**config.mk**
```make
export PLATFORM = sky130hd
export DESIGN_NAME = mem_packet_server_flat
export DESIGN_NICKNAME = d
export VERILOG_FILES = /design/src/rtl/mem_packet_server_pkg.sv /design/src/rtl/mem_packet_server_if.sv /design/src/rtl/mem_packet_server_req_fifo.sv /design/src/rtl/mem_packet_server.sv /design/src/flat_wrapper.sv
export SDC_FILE = /design/constraint.sdc
export NUM_CORES = 1
export LEC_CHECK = 0
export BUFFER_PORTS_ARGS = -buffer_cell sky130_fd_sc_hd__buf_2
export CAP_MARGIN = 40
export CORE_UTILIZATION = 40
export CTS_CLUSTER_DIAMETER = 60
export DETAILED_ROUTE_END_ITERATION = 10
export MAX_ROUTING_LAYER = met4
export PLACE_DENSITY = 0.65
export SYNTH_ARGS = -nofsm -noshare
export SYNTH_HDL_FRONTEND = slang
export SYNTH_SLANG_ARGS = --single-unit
export TNS_END_PERCENT = 30
```
**constraint.sdc**
```tcl
create_clock -name clk -period 6.84 [get_ports clk]
set_input_delay 1.026 -clock clk [delete_from_list [all_inputs] [get_ports clk]]
set_output_delay 1.026 -clock clk [all_outputs]
set_load 0.02 [all_outputs]
```
**src/rtl/mem_packet_server_pkg.sv**
```systemverilog
// Shared constants, packet field layout and the queued request type for
// the memory-side endpoint of the memory_controller packet link.
package mem_pkt_pkg;

    localparam int DATA_WIDTH_BYTE = 4;
    localparam int ADDR_WIDTH_BYTE = 4;
    localparam int MEM_ADDR_WIDTH  = 12;

    localparam int DW        = DATA_WIDTH_BYTE * 8;
    localparam int AW        = ADDR_WIDTH_BYTE * 8;
    localparam int SEND_BYTE = DATA_WIDTH_BYTE + ADDR_WIDTH_BYTE + DATA_WIDTH_BYTE / 8 + 1;
    localparam int SEND_W    = SEND_BYTE * 8;

    // Field offsets inside a write packet; a read packet carries only the address at bit 0.
    localparam int WR_DATA_LSB = 0;
    localparam int WR_ADDR_LSB = DW;
    localparam int WR_MASK_LSB = DW + AW;
    localparam int RD_ADDR_LSB = 0;

    // Byte address -> word address: drop the byte-in-word bits.
    localparam int WORD_LSB = $clog2(DATA_WIDTH_BYTE);

    localparam logic [4:0] READ_LEN  = 5'(ADDR_WIDTH_BYTE + 1);
    localparam logic [4:0] WRITE_LEN = 5'(SEND_BYTE);
    localparam logic [4:0] RESP_LEN  = 5'(DATA_WIDTH_BYTE);

    typedef struct packed {
        logic                       is_write;
        logic [MEM_ADDR_WIDTH-1:0]  addr;
        logic [DW-1:0]              data;
        logic [DATA_WIDTH_BYTE-1:0] mask;
    } mem_req_t;

    // Upper address bits beyond the SRAM are ignored, so addresses wrap.
    function automatic logic [MEM_ADDR_WIDTH-1:0] word_addr(input logic [AW-1:0] byte_addr);
        return byte_addr[WORD_LSB +: MEM_ADDR_WIDTH];
    endfunction

endpackage

```
**src/rtl/mem_packet_server_if.sv**
```systemverilog
// Packet link between memory_controller (master) and mem_packet_server (slave).
interface mem_packet_server_if;
    import mem_pkt_pkg::*;

    logic              send_flag;
    logic [SEND_W-1:0] send_data;
    logic [4:0]        send_length;
    logic              sendable;
    logic              receivable;
    logic              recv_flag;
    logic [SEND_W-1:0] recv_data;
    logic [4:0]        recv_length;

    modport master (
        output send_flag, send_data, send_length, recv_flag,
        input  sendable, receivable, recv_data, recv_length
    );

    modport slave (
        input  send_flag, send_data, send_length, recv_flag,
        output sendable, receivable, recv_data, recv_length
    );
endinterface

```
**src/rtl/mem_packet_server_req_fifo.sv**
```systemverilog
// Small synchronous FIFO of decoded requests; head is visible combinationally
// so the server can act on it in the same cycle it pops.
module mem_req_fifo
    import mem_pkt_pkg::*;
#(
    parameter int DEPTH = 2
) (
    input  logic     clk,
    input  logic     rst_n,
    input  logic     push_i,
    input  mem_req_t push_req_i,
    input  logic     pop_i,
    output mem_req_t head_o,
    output logic     empty_o,
    output logic     full_o,
    output logic     full_d_o
);
    localparam int PW = (DEPTH > 1) ? $clog2(DEPTH) : 1;
    localparam int CW = $clog2(DEPTH) + 1;

    mem_req_t        store_q [DEPTH];
    logic [PW-1:0]   wr_ptr_q;
    logic [PW-1:0]   rd_ptr_q;
    logic [CW-1:0]   count_q;
    logic [CW-1:0]   count_d;
    logic            do_push;
    logic            do_pop;

    assign empty_o  = (count_q == '0);
    assign full_o   = (count_q == CW'(DEPTH));
    assign do_pop   = pop_i && !empty_o;
    // A pop in the same cycle frees the slot, so push at full is taken then.
    assign do_push  = push_i && (!full_o || do_pop);
    assign head_o   = store_q[rd_ptr_q];
    assign full_d_o = (count_d == CW'(DEPTH));

    // Next fill level after this cycle's push/pop.
    always_comb begin
        count_d = count_q;
        if (do_push && !do_pop) begin
            count_d = count_q + 1'b1;
        end else if (do_pop && !do_push) begin
            count_d = count_q - 1'b1;
        end
    end

    // Pointers and fill level; power-of-two depth lets pointers wrap naturally.
    always_ff @(posedge clk or negedge rst_n) begin
        if (!rst_n) begin
            wr_ptr_q <= '0;
            rd_ptr_q <= '0;
            count_q  <= '0;
        end else begin
            count_q <= count_d;
            if (do_push) wr_ptr_q <= wr_ptr_q + 1'b1;
            if (do_pop)  rd_ptr_q <= rd_ptr_q + 1'b1;
        end
    end

    // Entry storage; contents are don't-care while the slot is empty.
    always_ff @(posedge clk) begin
        if (do_push) store_q[wr_ptr_q] <= push_req_i;
    end
endmodule

```
**src/rtl/mem_packet_server.sv**
```systemverilog
// Memory-side packet endpoint: decodes request packets, queues them, executes
// them in order on a synchronous SRAM and holds read responses until consumed.
module mem_packet_server
    import mem_pkt_pkg::*;
#(
    parameter int READ_LATENCY = 1,
    parameter int FIFO_DEPTH   = 2
) (
    input  logic                       clk,
    input  logic                       rst_n,
    mem_packet_server_if.slave         link,
    output logic                       mem_en,
    output logic [DATA_WIDTH_BYTE-1:0] mem_we,
    output logic [MEM_ADDR_WIDTH-1:0]  mem_addr,
    output logic [DW-1:0]              mem_wdata,
    input  logic [DW-1:0]              mem_rdata,
    output logic                       err_overflow,
    output logic                       err_bad_len
);
    localparam logic [1:0] ST_IDLE    = 2'd0;
    localparam logic [1:0] ST_RD_WAIT = 2'd1;
    localparam logic [1:0] ST_RESP    = 2'd2;

    logic [1:0]                 state_q, state_d;
    logic [2:0]                 cnt_q, cnt_d;
    logic                       capture;
    mem_req_t                   push_req, head;
    logic                       len_ok, push, pop;
    logic                       fifo_empty, fifo_full, fifo_full_d;
    logic                       sendable_q, receivable_q;
    logic [4:0]                 recv_len_q;
    logic [DW-1:0]              recv_data_q;
    logic                       mem_en_q;
    logic [DATA_WIDTH_BYTE-1:0] mem_we_q;
    logic [MEM_ADDR_WIDTH-1:0]  mem_addr_q;
    logic [DW-1:0]              mem_wdata_q;
    logic                       err_ovf_q, err_len_q;

    // Decode the incoming packet by its length; anything else is rejected.
    always_comb begin
        push_req = '0;
        len_ok   = 1'b0;
        if (link.send_length == READ_LEN) begin
            len_ok        = 1'b1;
            push_req.addr = word_addr(link.send_data[RD_ADDR_LSB +: AW]);
        end else if (link.send_length == WRITE_LEN) begin
            len_ok            = 1'b1;
            push_req.is_write = 1'b1;
            push_req.data     = link.send_data[WR_DATA_LSB +: DW];
            push_req.addr     = word_addr(link.send_data[WR_ADDR_LSB +: AW]);
            push_req.mask     = link.send_data[WR_MASK_LSB +: DATA_WIDTH_BYTE];
        end
    end

    assign pop  = (state_q == ST_IDLE) && !fifo_empty;
    assign push = link.send_flag && len_ok && (!fifo_full || pop);

    mem_req_fifo #(.DEPTH(FIFO_DEPTH)) u_fifo (
        .clk        (clk),
        .rst_n      (rst_n),
        .push_i     (push),
        .push_req_i (push_req),
        .pop_i      (pop),
        .head_o     (head),
        .empty_o    (fifo_empty),
        .full_o     (fifo_full),
        .full_d_o   (fifo_full_d)
    );

    // Sequencer: writes stay in IDLE, reads wait out the SRAM latency then hold a response.
    always_comb begin
        state_d = state_q;
        cnt_d   = cnt_q;
        capture = 1'b0;
        case (state_q)
            ST_IDLE: begin
                if (pop && !head.is_write) begin
                    state_d = ST_RD_WAIT;
                    cnt_d   = 3'(READ_LATENCY);
                end
            end
            ST_RD_WAIT: begin
                if (cnt_q == 3'd0) begin
                    capture = 1'b1;
                    state_d = ST_RESP;
                end else begin
                    cnt_d = cnt_q - 3'd1;
                end
            end
            ST_RESP: begin
                if (link.recv_flag) state_d = ST_IDLE;
            end
            default: state_d = ST_IDLE;
        endcase
    end

    // State and latency counter.
    always_ff @(posedge clk or negedge rst_n) begin
        if (!rst_n) begin
            state_q <= ST_IDLE;
            cnt_q   <= 3'd0;
        end else begin
            state_q <= state_d;
            cnt_q   <= cnt_d;
        end
    end

    // Registered SRAM strobe: one cycle per popped request.
    always_ff @(posedge clk or negedge rst_n) begin
        if (!rst_n) begin
            mem_en_q    <= 1'b0;
            mem_we_q    <= '0;
            mem_addr_q  <= '0;
            mem_wdata_q <= '0;
        end else begin
            mem_en_q <= pop;
            mem_we_q <= (pop && head.is_write) ? head.mask : '0;
            if (pop) begin
                mem_addr_q  <= head.addr;
                mem_wdata_q <= head.data;
            end
        end
    end

    // Response register, held until the controller takes it.
    always_ff @(posedge clk or negedge rst_n) begin
        if (!rst_n) begin
            recv_data_q  <= '0;
            receivable_q <= 1'b0;
            recv_len_q   <= '0;
        end else if (capture) begin
            recv_data_q  <= mem_rdata;
            receivable_q <= 1'b1;
            recv_len_q   <= RESP_LEN;
        end else if ((state_q == ST_RESP) && link.recv_flag) begin
            receivable_q <= 1'b0;
            recv_len_q   <= '0;
        end
    end

    // Flow control and sticky error flags.
    always_ff @(posedge clk or negedge rst_n) begin
        if (!rst_n) begin
            sendable_q <= 1'b0;
            err_ovf_q  <= 1'b0;
            err_len_q  <= 1'b0;
        end else begin
            sendable_q <= !fifo_full_d;
            if (link.send_flag && len_ok && fifo_full && !pop) err_ovf_q <= 1'b1;
            if (link.send_flag && !len_ok)                     err_len_q <= 1'b1;
        end
    end

    assign link.sendable    = sendable_q;
    assign link.receivable  = receivable_q;
    assign link.recv_length = recv_len_q;
    assign link.recv_data   = {{(SEND_W - DW){1'b0}}, recv_data_q};
    assign mem_en           = mem_en_q;
    assign mem_we           = mem_we_q;
    assign mem_addr         = mem_addr_q;
    assign mem_wdata        = mem_wdata_q;
    assign err_overflow     = err_ovf_q;
    assign err_bad_len      = err_len_q;
endmodule
```
**src/flat_wrapper.sv**
```systemverilog
// flat-port wrapper written by rule: the top's interface ports become plain ports
module mem_packet_server_flat import mem_pkt_pkg::*;
#(
    parameter int READ_LATENCY = 1,
    parameter int FIFO_DEPTH   = 2
)
  (clk, rst_n, mem_en, mem_we, mem_addr, mem_wdata, mem_rdata, err_overflow, err_bad_len, link_send_flag, link_send_data, link_send_length, link_recv_flag, link_sendable, link_receivable, link_recv_data, link_recv_length);
  mem_packet_server_if link_i ();
  input  logic clk;
  input  logic rst_n;
  output logic mem_en;
  output logic [DATA_WIDTH_BYTE-1:0] mem_we;
  output logic [MEM_ADDR_WIDTH-1:0] mem_addr;
  output logic [DW-1:0] mem_wdata;
  input  logic [DW-1:0] mem_rdata;
  output logic err_overflow;
  output logic err_bad_len;
  input wire logic [$bits(link_i.send_flag)-1:0] link_send_flag;
  input wire logic [$bits(link_i.send_data)-1:0] link_send_data;
  input wire logic [$bits(link_i.send_length)-1:0] link_send_length;
  input wire logic [$bits(link_i.recv_flag)-1:0] link_recv_flag;
  output wire logic [$bits(link_i.sendable)-1:0] link_sendable;
  output wire logic [$bits(link_i.receivable)-1:0] link_receivable;
  output wire logic [$bits(link_i.recv_data)-1:0] link_recv_data;
  output wire logic [$bits(link_i.recv_length)-1:0] link_recv_length;
  assign link_i.send_flag = link_send_flag;
  assign link_i.send_data = link_send_data;
  assign link_i.send_length = link_send_length;
  assign link_i.recv_flag = link_recv_flag;
  assign link_sendable = link_i.sendable;
  assign link_receivable = link_i.receivable;
  assign link_recv_data = link_i.recv_data;
  assign link_recv_length = link_i.recv_length;
  mem_packet_server #(.READ_LATENCY(READ_LATENCY), .FIFO_DEPTH(FIFO_DEPTH)) u_core (.clk(clk), .rst_n(rst_n), .link(link_i), .mem_en(mem_en), .mem_we(mem_we), .mem_addr(mem_addr), .mem_wdata(mem_wdata), .mem_rdata(mem_rdata), .err_overflow(err_overflow), .err_bad_len(err_bad_len));
endmodule
```
==> run_results.csv, run 1 <==
group,metric,value,unit
outcome,status,"complete, no violations",
final_layout,area_growth,21.3,%
critical_path,crit_path_end_kind,"register",
power,power.density,441,mW/mm²
critical_path,cp_slowest_cell,"buf_4",
final_layout,layout.nets,830,
clock_network,cts_tree,"done",
critical_path,slowest_delay,550,ps
routing,num_vias,4641,
floorplanning,start_util,41.1,%
routing,drt_iter0_drc,160,
synth,synth.largest_area_cell,"edfxtp_1",
clock_network,cts-resized-gates,0,
placement,place.gp.congestion,0.750,
global_route,antenna_found_initial,0,
timing,hold_viol,0,
final_layout,antenna_cells,0,
critical_path,arrival,3240,ps
power,p_clk_share,24.4,%
timing,timing.final.crit_share,46.5,%
hold_path,hp-class,"input pin to async pin",
synth,synthCells,539,
synth,synth_edf_count,98,
routing,routed-wl-met2,7660,µm
synth,synth_cell_types,39,
clock_network,clock_latency,430,ps
final_layout,final_design_area_no_fill,0.00938,mm²
synth,ys_top_cells_by_count,"edfxtp_1, dfrtp_1, mux2i_1, nand2_1, buf_4",
placement,dpl_cell_area,0.00878,mm²
floorplanning,num_io_pins,243,
floorplanning,die-area,0.0199,mm²
timing,fin_worst_skew,10.1,ps
routing,top_layer_used,"met4",
timing,fmax,0.315,GHz
power,p_leak,0.00414,µW
power,p_sw_share,37.1,%
clock_network,clockBufferDepth,2,
clock_network,h-tree-depth,4,
routing,route.met3.wl,994,µm
routing,viasPerCell,4.71,
final_layout,drive_gt1_share,31.7,%
clock_network,cts_hold_buf,0,
routing,drtPass1Iterations,4,
run,drv_cap,0,
routing,drcViolationCount,0,
placement,dp_hpwl,10100,µm
final_layout,num-fill-cells,1634,
timing,fin_crit,3180,ps
clock_network,cts-buffers-inserted,17,
critical_path,crit_family,"simple AND/OR/NAND/NOR gates",
critical_path,critPathBufInv,3,
power,p_seq_share,40.3,%
timing,fin_setup_tns,0,ps
power,power.net_switching,1530,µW
global_route,grt_max_degree,57,
power,comb_power_share,35.4,%
global_route,grt_pass1_vias,4631,
global_route,grt_first_pass_wirelength,23900,µm
synth,synth-seq-cells,192,
final_layout,register_area,0.00530,mm²
placement,place.port_buffers,174,
global_route,grtUsageTotal,16.3,%
floorplanning,num_rows,50,
synth,netlist_area,0.00773,mm²
timing,rsz0062_at_grt,"no",
timing,slew-limit-headroom,45.7,%
synth,synthArstFlopShare,49.0,%
critical_path,criticalPathCategory,"register to register",
power,ir_drop,0.208,mV
power,intPower,2600,µW
synth,synth.top_cell.area_share,38.1,%
routing,m1WireLength,6380,µm
floorplanning,die_x,141,µm
synth,yosysMostFrequentCell,"edfxtp_1",
critical_path,critPathLaunchType,"register",
critical_path,path_cells,"inv_1 -> ha_1 -> or3_4 -> buf_12 -> a211oi_4 -> nor2b_4 -> buf_4",
routing,wire_per_inst,15.4,µm
floorplanning,dieHeight,141,µm
critical_path,crit_path_max_fanout,52,
critical_path,crit_required,6900,ps
routing,drt-total-wl,15200,µm
clock_network,cts_sinks,192,
synth,ys_seq_area_share,68.5,%
synth,yosys-top-cells-area,"edfxtp_1, dfrtp_1, mux2i_1",
timing,setup_viol,0,
timing,slew_viol_final,0,
synth,syn_avg_cell_area,14.3,µm²
clock_network,cts_root_buffer,"clkbuf_16",
clock_network,clkTransAtPathRegs,70,ps
synth,synth_ff_type,"edfxtp_1",
global_route,grt_overflow,0,
floorplanning,core-area,0.0188,mm²
routing,antenna_left,0,
timing,timing.hold.ws,447,ps
clock_network,post_cts_buffers,0,
synth,yosys_warnings,0,
timing,worstMarginPinSlew,809,ps
final_layout,multi_input_area,0.00215,mm²
registers in the layout (all words and copies together) (netlist names):
signal,flops
u_core.err_overflow,1
u_core.recv_data_q,32
u_core.mem_wdata,32
u_core.u_fifo.store_q,98
u_core.u_fifo.wr_ptr_q,1
u_core.err_bad_len,1
u_core.link.sendable,1
u_core.mem_en,1
u_core.state_q,2
u_core.u_fifo.rd_ptr_q,1
u_core.mem_addr,12
u_core.mem_we,4
u_core.cnt_q,3
u_core.u_fifo.count_q,2
u_core.link.receivable,1
per-stage QoR:
stage,setup WS [ps],total power [µW],instances,util (%)
final,3660,4130,986,49.8
after global routing,3460,4380,986,49.8
after CTS,3580,4190,986,49.8
after detailed placement,3460,3180,954,46.6
after global placement,3520,3080,950,46.2
after floorplan,2520,2700,582,-
worst paths after layout:
check,to,startpoint,cells after the start,slack [ps]
min in group clk,u_core.err_overflow,u_core.err_overflow,1,470
min,u_core.mem_wdata[5],rst_n,1,450
max reg2reg,u_core.u_fifo.store_q[0][41],u_core.u_fifo.count_q[0],7,3660
max in group asynchronous,u_core.u_fifo.rd_ptr_q,rst_n,3,5410
min reg2reg,u_core.err_overflow,u_core.err_overflow,1,470
max,u_core.u_fifo.store_q[0][41],u_core.u_fifo.count_q[0],7,3660
placed cells by master, fill, tap and decap left out, drive strengths merged, types with 2 or more instances in the layout:
| master | netlist | final |
|---|---|---|
| xnor2 | 3 | 3 |
| nor2 | 12 | 12 |
| clkinvlp | 0 | 2 |
| a21o | 2 | 2 |
| bufinv | 0 | 2 |
| mux2i | 48 | 48 |
| o21ai | 45 | 45 |
| xor2 | 2 | 2 |
| mux2 | 35 | 35 |
| nor3b | 2 | 2 |
| nor3 | 2 | 2 |
| dfrtp | 94 | 94 |
| clkbuf | 15 | 18 |
| inv | 4 | 11 |
| nor2b | 2 | 2 |
| nand2 | 47 | 47 |
| buf | 56 | 183 |
| conb | 1 | 44 |
| clkinv | 1 | 4 |
| edfxtp | 98 | 98 |
| ha | 4 | 4 |
| and2 | 37 | 37 |
| a22o | 12 | 12 |
| o22ai | 2 | 2 |
| nand2b | 3 | 3 |
worst register-to-register path: cells and delay by family, from the launching register on:
family	cells	cell delay [ps]
simple gates	2	940
flops	1	410
fa+ha+maj	1	210
compound gates	1	330
buf+inv	3	920
cells by family (layout without fill, tap and decap cells):
group           count (synthesis)  in the layout  share of synthesized area [%]
compound gates                 67             67                           5.40
xor+xnor                        5              5                          0.566
fa+ha+maj                       4              4                          0.647
buf+inv                        76            220                           6.18
flops                         192            192                           68.5
mux                            83             83                           11.3
other cells                     1             44                         0.0485
simple gates                  111            111                           7.38
routing by layer:
metal | GRT usage [%] | up-vias
met3 | 3.91 | 12
met5 | - | -
met2 | 27.5 | 202
li1 | - | 2161
met4 | 5.72 | 0
met1 | 19.2 | 2266
layout make-up:
cell class,instances,share of cell area (%)
multi-input combinational,314,22.9
sequential,192,56.5
timing repair buffer,183,10.5
clock inverter,14,1.83
inverter,5,0.213
clock buffer,18,4.58
tap,260,3.47
power by group through the flow:
stage | sequential, µW | clock, µW | combinational [µW]
2_1_floorplan | 1950 | 0 | 743
3_3_place_gp | 1670 | 0 | 1410
3_5_place_dp | 1690 | 0 | 1490
4_1_cts | 1670 | 1030 | 1490
5_1_grt | 1700 | 1080 | 1600
6_report | 1660 | 1010 | 1460
Power figures use the tool's default switching activity.
==> inputs of run 2 (changes only) <==
--- a/config.mk
+++ b/config.mk
@@ -11,7 +11,7 @@
 export CTS_CLUSTER_DIAMETER = 60
 export DETAILED_ROUTE_END_ITERATION = 10
 export MAX_ROUTING_LAYER = met4
-export PLACE_DENSITY = 0.65
+export PLACE_DENSITY = 0.68
 export SYNTH_ARGS = -nofsm -noshare
 export SYNTH_HDL_FRONTEND = slang
 export SYNTH_SLANG_ARGS = --single-unit
==> constraint.sdc (replaced) <==
create_clock -name clk -period 2.75 [get_ports clk]
set_input_delay 0.4125 -clock clk [delete_from_list [all_inputs] [get_ports clk]]
set_output_delay 0.4125 -clock clk [all_outputs]
set_load 0.02 [all_outputs]
==> run_results.csv, run 2 (same netlist as run 1, synthesis figures left out) <==
group,metric,value,unit
final_layout,largest_reg_flops,98,
final_layout,final_cell_mix,"buf_2, edfxtp_1, dfrtp_1",
floorplanning,start_util,41.1,%
power,power.net_switching,3800,µW
hold_path,hp-start,"link_recv_flag",
critical_path,crit_required,2860,ps
hold_path,worstHoldPathCells,2,
floorplanning,core-area,0.0188,mm²
routing,drt-total-wl,15000,µm
routing,antenna_left,0,
power,p_seq_share,40.9,%
global_route,grt_pass1_vias,4709,
power,ir_drop,0.522,mV
timing,worstMarginPinSlew,577,ps
critical_path,crit_path_max_fanout,39,
final_layout,final_common_cell,"buf_2",
final_layout,layout.nets,834,
clock_network,clockBufferDepth,2,
floorplanning,num_io_pins,243,
timing,timing.final.crit_share,79.2,%
clock_network,cts-buffers-inserted,17,
global_route,grt_first_pass_wirelength,23900,µm
critical_path,reg2reg_to,"u_core.u_fifo.store_q[0][28]",
critical_path,arrival,2280,ps
floorplanning,die-area,0.0199,mm²
critical_path,critPathLaunchType,"register",
critical_path,criticalPathCategory,"register to register",
power,p_sw_share,37.3,%
placement,dp_hpwl,10200,µm
final_layout,fin_util,50.0,%
critical_path,path_cells,"inv_1 -> ha_1 -> or3_4 -> a211oi_4 -> nor2b_4 -> buf_12",
routing,viasPerCell,4.67,
clock_network,h-tree-depth,4,
clock_network,clkTransAtPathRegs,70,ps
critical_path,crit_path_end_kind,"register",
floorplanning,num_rows,50,
clock_network,clock_latency,430,ps
hold_path,holdPathEnd,"u_core.state_q[1]",
final_layout,area_growth,21.7,%
critical_path,r2r_cells,6,
final_layout,drive_gt1_share,31.6,%
final_layout,num-fill-cells,1651,
placement,place.port_buffers,174,
floorplanning,dieHeight,141,µm
critical_path,crit_family,"simple AND/OR/NAND/NOR gates",
floorplanning,die_x,141,µm
placement,dpl_cell_area,0.00882,mm²
timing,slew_viol_final,0,
routing,route.met3.wl,969,µm
routing,top_layer_used,"met4",
routing,drt_iter0_drc,237,
global_route,grtUsageTotal,16.3,%
final_layout,top_register,"u_core.u_fifo.store_q",
power,power.density,1080,mW/mm²
timing,fin_worst_skew,11.2,ps
power,p_leak,0.00416,µW
routing,wire_per_inst,15.2,µm
power,p_clk_share,23.7,%
critical_path,reg2reg_slack,570,ps
routing,num_vias,4631,
outcome,status,"complete, no violations",
global_route,grt_overflow,0,
final_layout,multi_input_area,0.00215,mm²
hold_path,hp-class,"input pin to register",
power,intPower,6380,µW
clock_network,cts-resized-gates,0,
timing,fin_crit,2180,ps
critical_path,critPathBufInv,2,
critical_path,cp_slowest_cell,"dfrtp_1",
critical_path,r2r_start,"u_core.u_fifo.count_q[0]",
routing,drcViolationCount,0,
timing,fmax,0.459,GHz
power,comb_power_share,35.5,%
routing,m1WireLength,6300,µm
timing,slew-limit-headroom,61.6,%
global_route,grt_max_degree,95,
routing,drtPass1Iterations,4,
clock_network,cts_root_buffer,"clkbuf_16",
critical_path,slowest_delay,410,ps
timing,setup_viol,0,
timing,hold_viol,0,
final_layout,final_design_area_no_fill,0.00941,mm²
global_route,antenna_found_initial,1,
clock_network,cts_tree,"done",
run,drv_cap,0,
final_layout,register_area,0.00530,mm²
timing,rsz0062_at_grt,"no",
routing,routed-wl-met2,7540,µm
clock_network,cts_sinks,192,
placement,place.gp.congestion,0.784,
run 2: cell types whose count changed in the layout (fill, tap and decap cells not counted), sizes merged:
| cell | previous run | this run |
|---|---|---|
| bufinv | 2 | 1 |
| inv | 11 | 10 |
| diode | 0 | 1 |
| clkinv | 4 | 6 |
| buf | 183 | 186 |
| dlygate4sd3 | 0 | 1 |
run 2: per-layer routing:
layer | vias up | GRT usage (%)
met1 | 2239 | 18.9
met4 | 0 | 5.55
met3 | 18 | 4.99
met2 | 199 | 27.1
met5 | - | -
li1 | 2175 | -
run 2: power by group through the flow:
stage / registers [µW] / logic (µW) / clock network (µW)
6_report: 4160 / 3610 / 2410
5_1_grt: 4250 / 3980 / 2610
4_1_cts: 4180 / 3680 / 2480
3_5_place_dp: 4230 / 3670 / 0
3_3_place_gp: 4180 / 3560 / 0
2_1_floorplan: 4860 / 1850 / 0
run 2: worst reg2reg max path, cell delays in order (launching register included):
cell and delay (ps):
dfrtp_1 410, inv_1 90, ha_1 190, or3_4 360, a211oi_4 290, nor2b_4 230, buf_12 240
run 2: worst max path at each step:
stage	from	endpoint	slack, ps	depth (start not counted)
2_1_floorplan	u_core.u_fifo.count_q[0]	u_core.u_fifo.store_q[1][0]	-330	7
3_3_place_gp	link_send_length[4]	u_core.u_fifo.store_q[0][22]	600	5
3_5_place_dp	link_send_length[4]	u_core.u_fifo.store_q[0][34]	550	5
4_1_cts	u_core.u_fifo.count_q[0]	u_core.u_fifo.store_q[0][28]	570	6
5_1_grt	u_core.u_fifo.count_q[1]	u_core.link.sendable	380	8
6_report	u_core.u_fifo.count_q[0]	u_core.u_fifo.store_q[0][28]	570	6
run 2: stage by stage:
stage	hold WS [ps]	instances	setup slack (ps)	TNS, ps	total power, µW
floorplan	117	582	-327	-16010	6710
global route	164	991	383	0	10800
global placement	424	957	601	0	7740
finish	182	991	572	0	10200
detailed placement	441	957	554	0	7900
CTS	157	990	573	0	10300
run 2: repair_timing:
item | CTS | global route
hold endpoints to repair | 20 | 0
buffers inserted | 0 | 0
hold buffers | 1 | 0
run 2: cell type report:
cell class	instances	share of cell area (%)
flip-flops and latches	192	56.3
multi-input cells	314	22.8
repair buffers	187	11.0
clock buffers	18	4.56
well taps	260	3.46
clock inverters	14	1.61
inverters	5	0.213
diodes	1	0.0266
==> inputs of run 3 (changes only) <==
--- a/config.mk
+++ b/config.mk
@@ -11,7 +11,7 @@
 export CTS_CLUSTER_DIAMETER = 60
 export DETAILED_ROUTE_END_ITERATION = 10
 export MAX_ROUTING_LAYER = met4
-export PLACE_DENSITY = 0.68
+export PLACE_DENSITY = 0.65
 export SYNTH_ARGS = -nofsm -noshare
 export SYNTH_HDL_FRONTEND = slang
 export SYNTH_SLANG_ARGS = --single-unit
==> constraint.sdc (replaced) <==
create_clock -name clk -period 2.3 [get_ports clk]
set_input_delay 0.345 -clock clk [delete_from_list [all_inputs] [get_ports clk]]
set_output_delay 0.345 -clock clk [all_outputs]
set_load 0.02 [all_outputs]
==> run_results.csv, run 3 (same netlist as run 1, synthesis figures left out) <==
group,metric,value,unit
final_layout,final_common_cell,"buf_2",
hold_path,hp-start,"mem_rdata[7]",
hold_path,worstHoldPathCells,2,
timing,fin_worst_skew,15.5,ps
critical_path,critPathLaunchType,"register",
routing,drt_iter0_drc,183,
critical_path,r2r_cells,7,
power,power.density,1280,mW/mm²
global_route,grtUsageTotal,16.1,%
floorplanning,num_rows,50,
final_layout,antenna_cells,0,
timing,setup_viol,0,
routing,antenna_left,0,
power,ir_drop,0.643,mV
clock_network,cts_tree,"done",
final_layout,layout.nets,837,
routing,num_vias,4619,
critical_path,crit_required,2630,ps
final_layout,top_register,"u_core.u_fifo.store_q",
clock_network,cts-buffers-inserted,17,
placement,dp_hpwl,10200,µm
timing,slew_viol_final,0,
clock_network,clkTransAtPathRegs,70,ps
global_route,grt_max_degree,62,
timing,rsz0062_at_grt,"no",
floorplanning,die_x,141,µm
placement,place.port_buffers,174,
global_route,grt_overflow,0,
final_layout,drive_gt1_share,31.8,%
clock_network,clockBufferDepth,2,
routing,drt-total-wl,15000,µm
routing,wire_per_inst,15.1,µm
floorplanning,start_util,41.1,%
floorplanning,dieHeight,141,µm
critical_path,cp_slowest_cell,"buf_4",
timing,fin_setup_tns,0,ps
global_route,grt_first_pass_wirelength,23600,µm
timing,hold_viol,0,
critical_path,reg2reg_to,"u_core.u_fifo.count_q[1]",
critical_path,r2r_start,"u_core.u_fifo.count_q[1]",
critical_path,crit_top_cell,"buf_4",
final_layout,final_cell_mix,"buf_2, edfxtp_1, dfrtp_1",
critical_path,arrival,2450,ps
run,drv_cap,0,
global_route,grt_pass1_vias,4630,
power,p_leak,0.00415,µW
final_layout,largest_reg_flops,98,
placement,place.gp.congestion,0.756,
critical_path,crit_family,"buffers and inverters",
timing,fmax,0.471,GHz
clock_network,clock_latency,430,ps
critical_path,crit_path_end_kind,"register",
final_layout,area_growth,21.4,%
critical_path,critPathBufInv,3,
hold_path,hp-class,"input pin to register",
critical_path,path_cells,"inv_1 -> ha_2 -> or3_4 -> buf_4 -> buf_4 -> o221ai_1 -> o31ai_1",
critical_path,slowest_delay,580,ps
floorplanning,die-area,0.0199,mm²
power,power,12000,µW
hold_path,holdPathEnd,"u_core.recv_data_q[7]",
global_route,antenna_found_initial,0,
clock_network,post_cts_buffers,0,
timing,worstMarginPinSlew,683,ps
floorplanning,core-area,0.0188,mm²
timing,timing.final.crit_share,92.3,%
critical_path,reg2reg_slack,180,ps
routing,viasPerCell,4.65,
clock_network,cts_root_buffer,"clkbuf_16",
floorplanning,num_io_pins,243,
clock_network,cts_sinks,192,
critical_path,criticalPathCategory,"register to register",
routing,drtPass1Iterations,5,
timing,slew-limit-headroom,54.5,%
critical_path,crit_path_max_fanout,61,
timing,fin_crit,2120,ps
routing,drcViolationCount,0,
outcome,status,"complete, no violations",
clock_network,h-tree-depth,4,
==> run 3: cell types whose count changed in the layout (fill, tap and decap cells not counted), sizes merged <==
cell,change
clkinv,+4
buf,+3
inv,-3
clkinvlp,-1
diode,-1
==> run 3: through the flow <==
stage	setup slack, ps	util, %	instances	hold slack (ps)	area (µm²)
finish	176	49.8	993	129	9390
CTS	136	49.8	993	105	9390
global placement	209	46.9	960	419	8830
global route	1.12	49.8	993	114	9390
floorplan	-335	-	582	49.4	7910
detailed placement	143	46.9	960	437	8830
==> run 3: layout make-up <==
type / count / area (µm²)
inverters: 5 / 20.0
multi-input cells: 314 / 2150
clock buffers: 18 / 429
clock inverters: 14 / 116
well taps: 260 / 325
flip-flops and latches: 192 / 5300
repair buffers: 190 / 1050
fillers: 1643 / 9450
==> run 3: power by group <==
group	total (µW)	leakage (µW)	switching (µW)	internal (µW)
Combinational	4330	0.00184	2710	1620
Clock	2760	0.000268	1260	1490
Sequential	4940	0.00205	470	4470
==> run 3: timing repair <==
item / 4_1_cts / 5_1_grt
hold endpoints to repair: 46 / 0
hold buffers: 1 / 0
resized for setup: 0 / 0
==> run 3: how the worst max path moves through the flow <==
stage	startpoint	end	slack (ps)	cells past startpoint
after floorplan	u_core.u_fifo.count_q[0]	u_core.u_fifo.store_q[0][0]	-330	7
after global placement	u_core.u_fifo.count_q[0]	u_core.u_fifo.count_q[1]	210	7
after detailed placement	u_core.u_fifo.count_q[1]	u_core.u_fifo.count_q[1]	140	7
after CTS	u_core.u_fifo.count_q[1]	u_core.u_fifo.count_q[1]	140	7
after global routing	u_core.u_fifo.count_q[1]	u_core.mem_addr[7]	1	7
final	u_core.u_fifo.count_q[1]	u_core.u_fifo.count_q[1]	180	7
==> run 3: metal layers <==
| metal | GRT usage, % | part of all wire [%] | up-vias | wire length, µm |
|---|---|---|---|---|
| met4 | 5.26 | 1.3 | 0 | 191 |
| li1 | - | - | 2181 | - |
| met5 | - | 0 | - | 0 |
| met1 | 19.3 | 43 | 2226 | 6470 |
| met2 | 26.1 | 49 | 198 | 7370 |
| met3 | 4.79 | 6.3 | 14 | 939 |
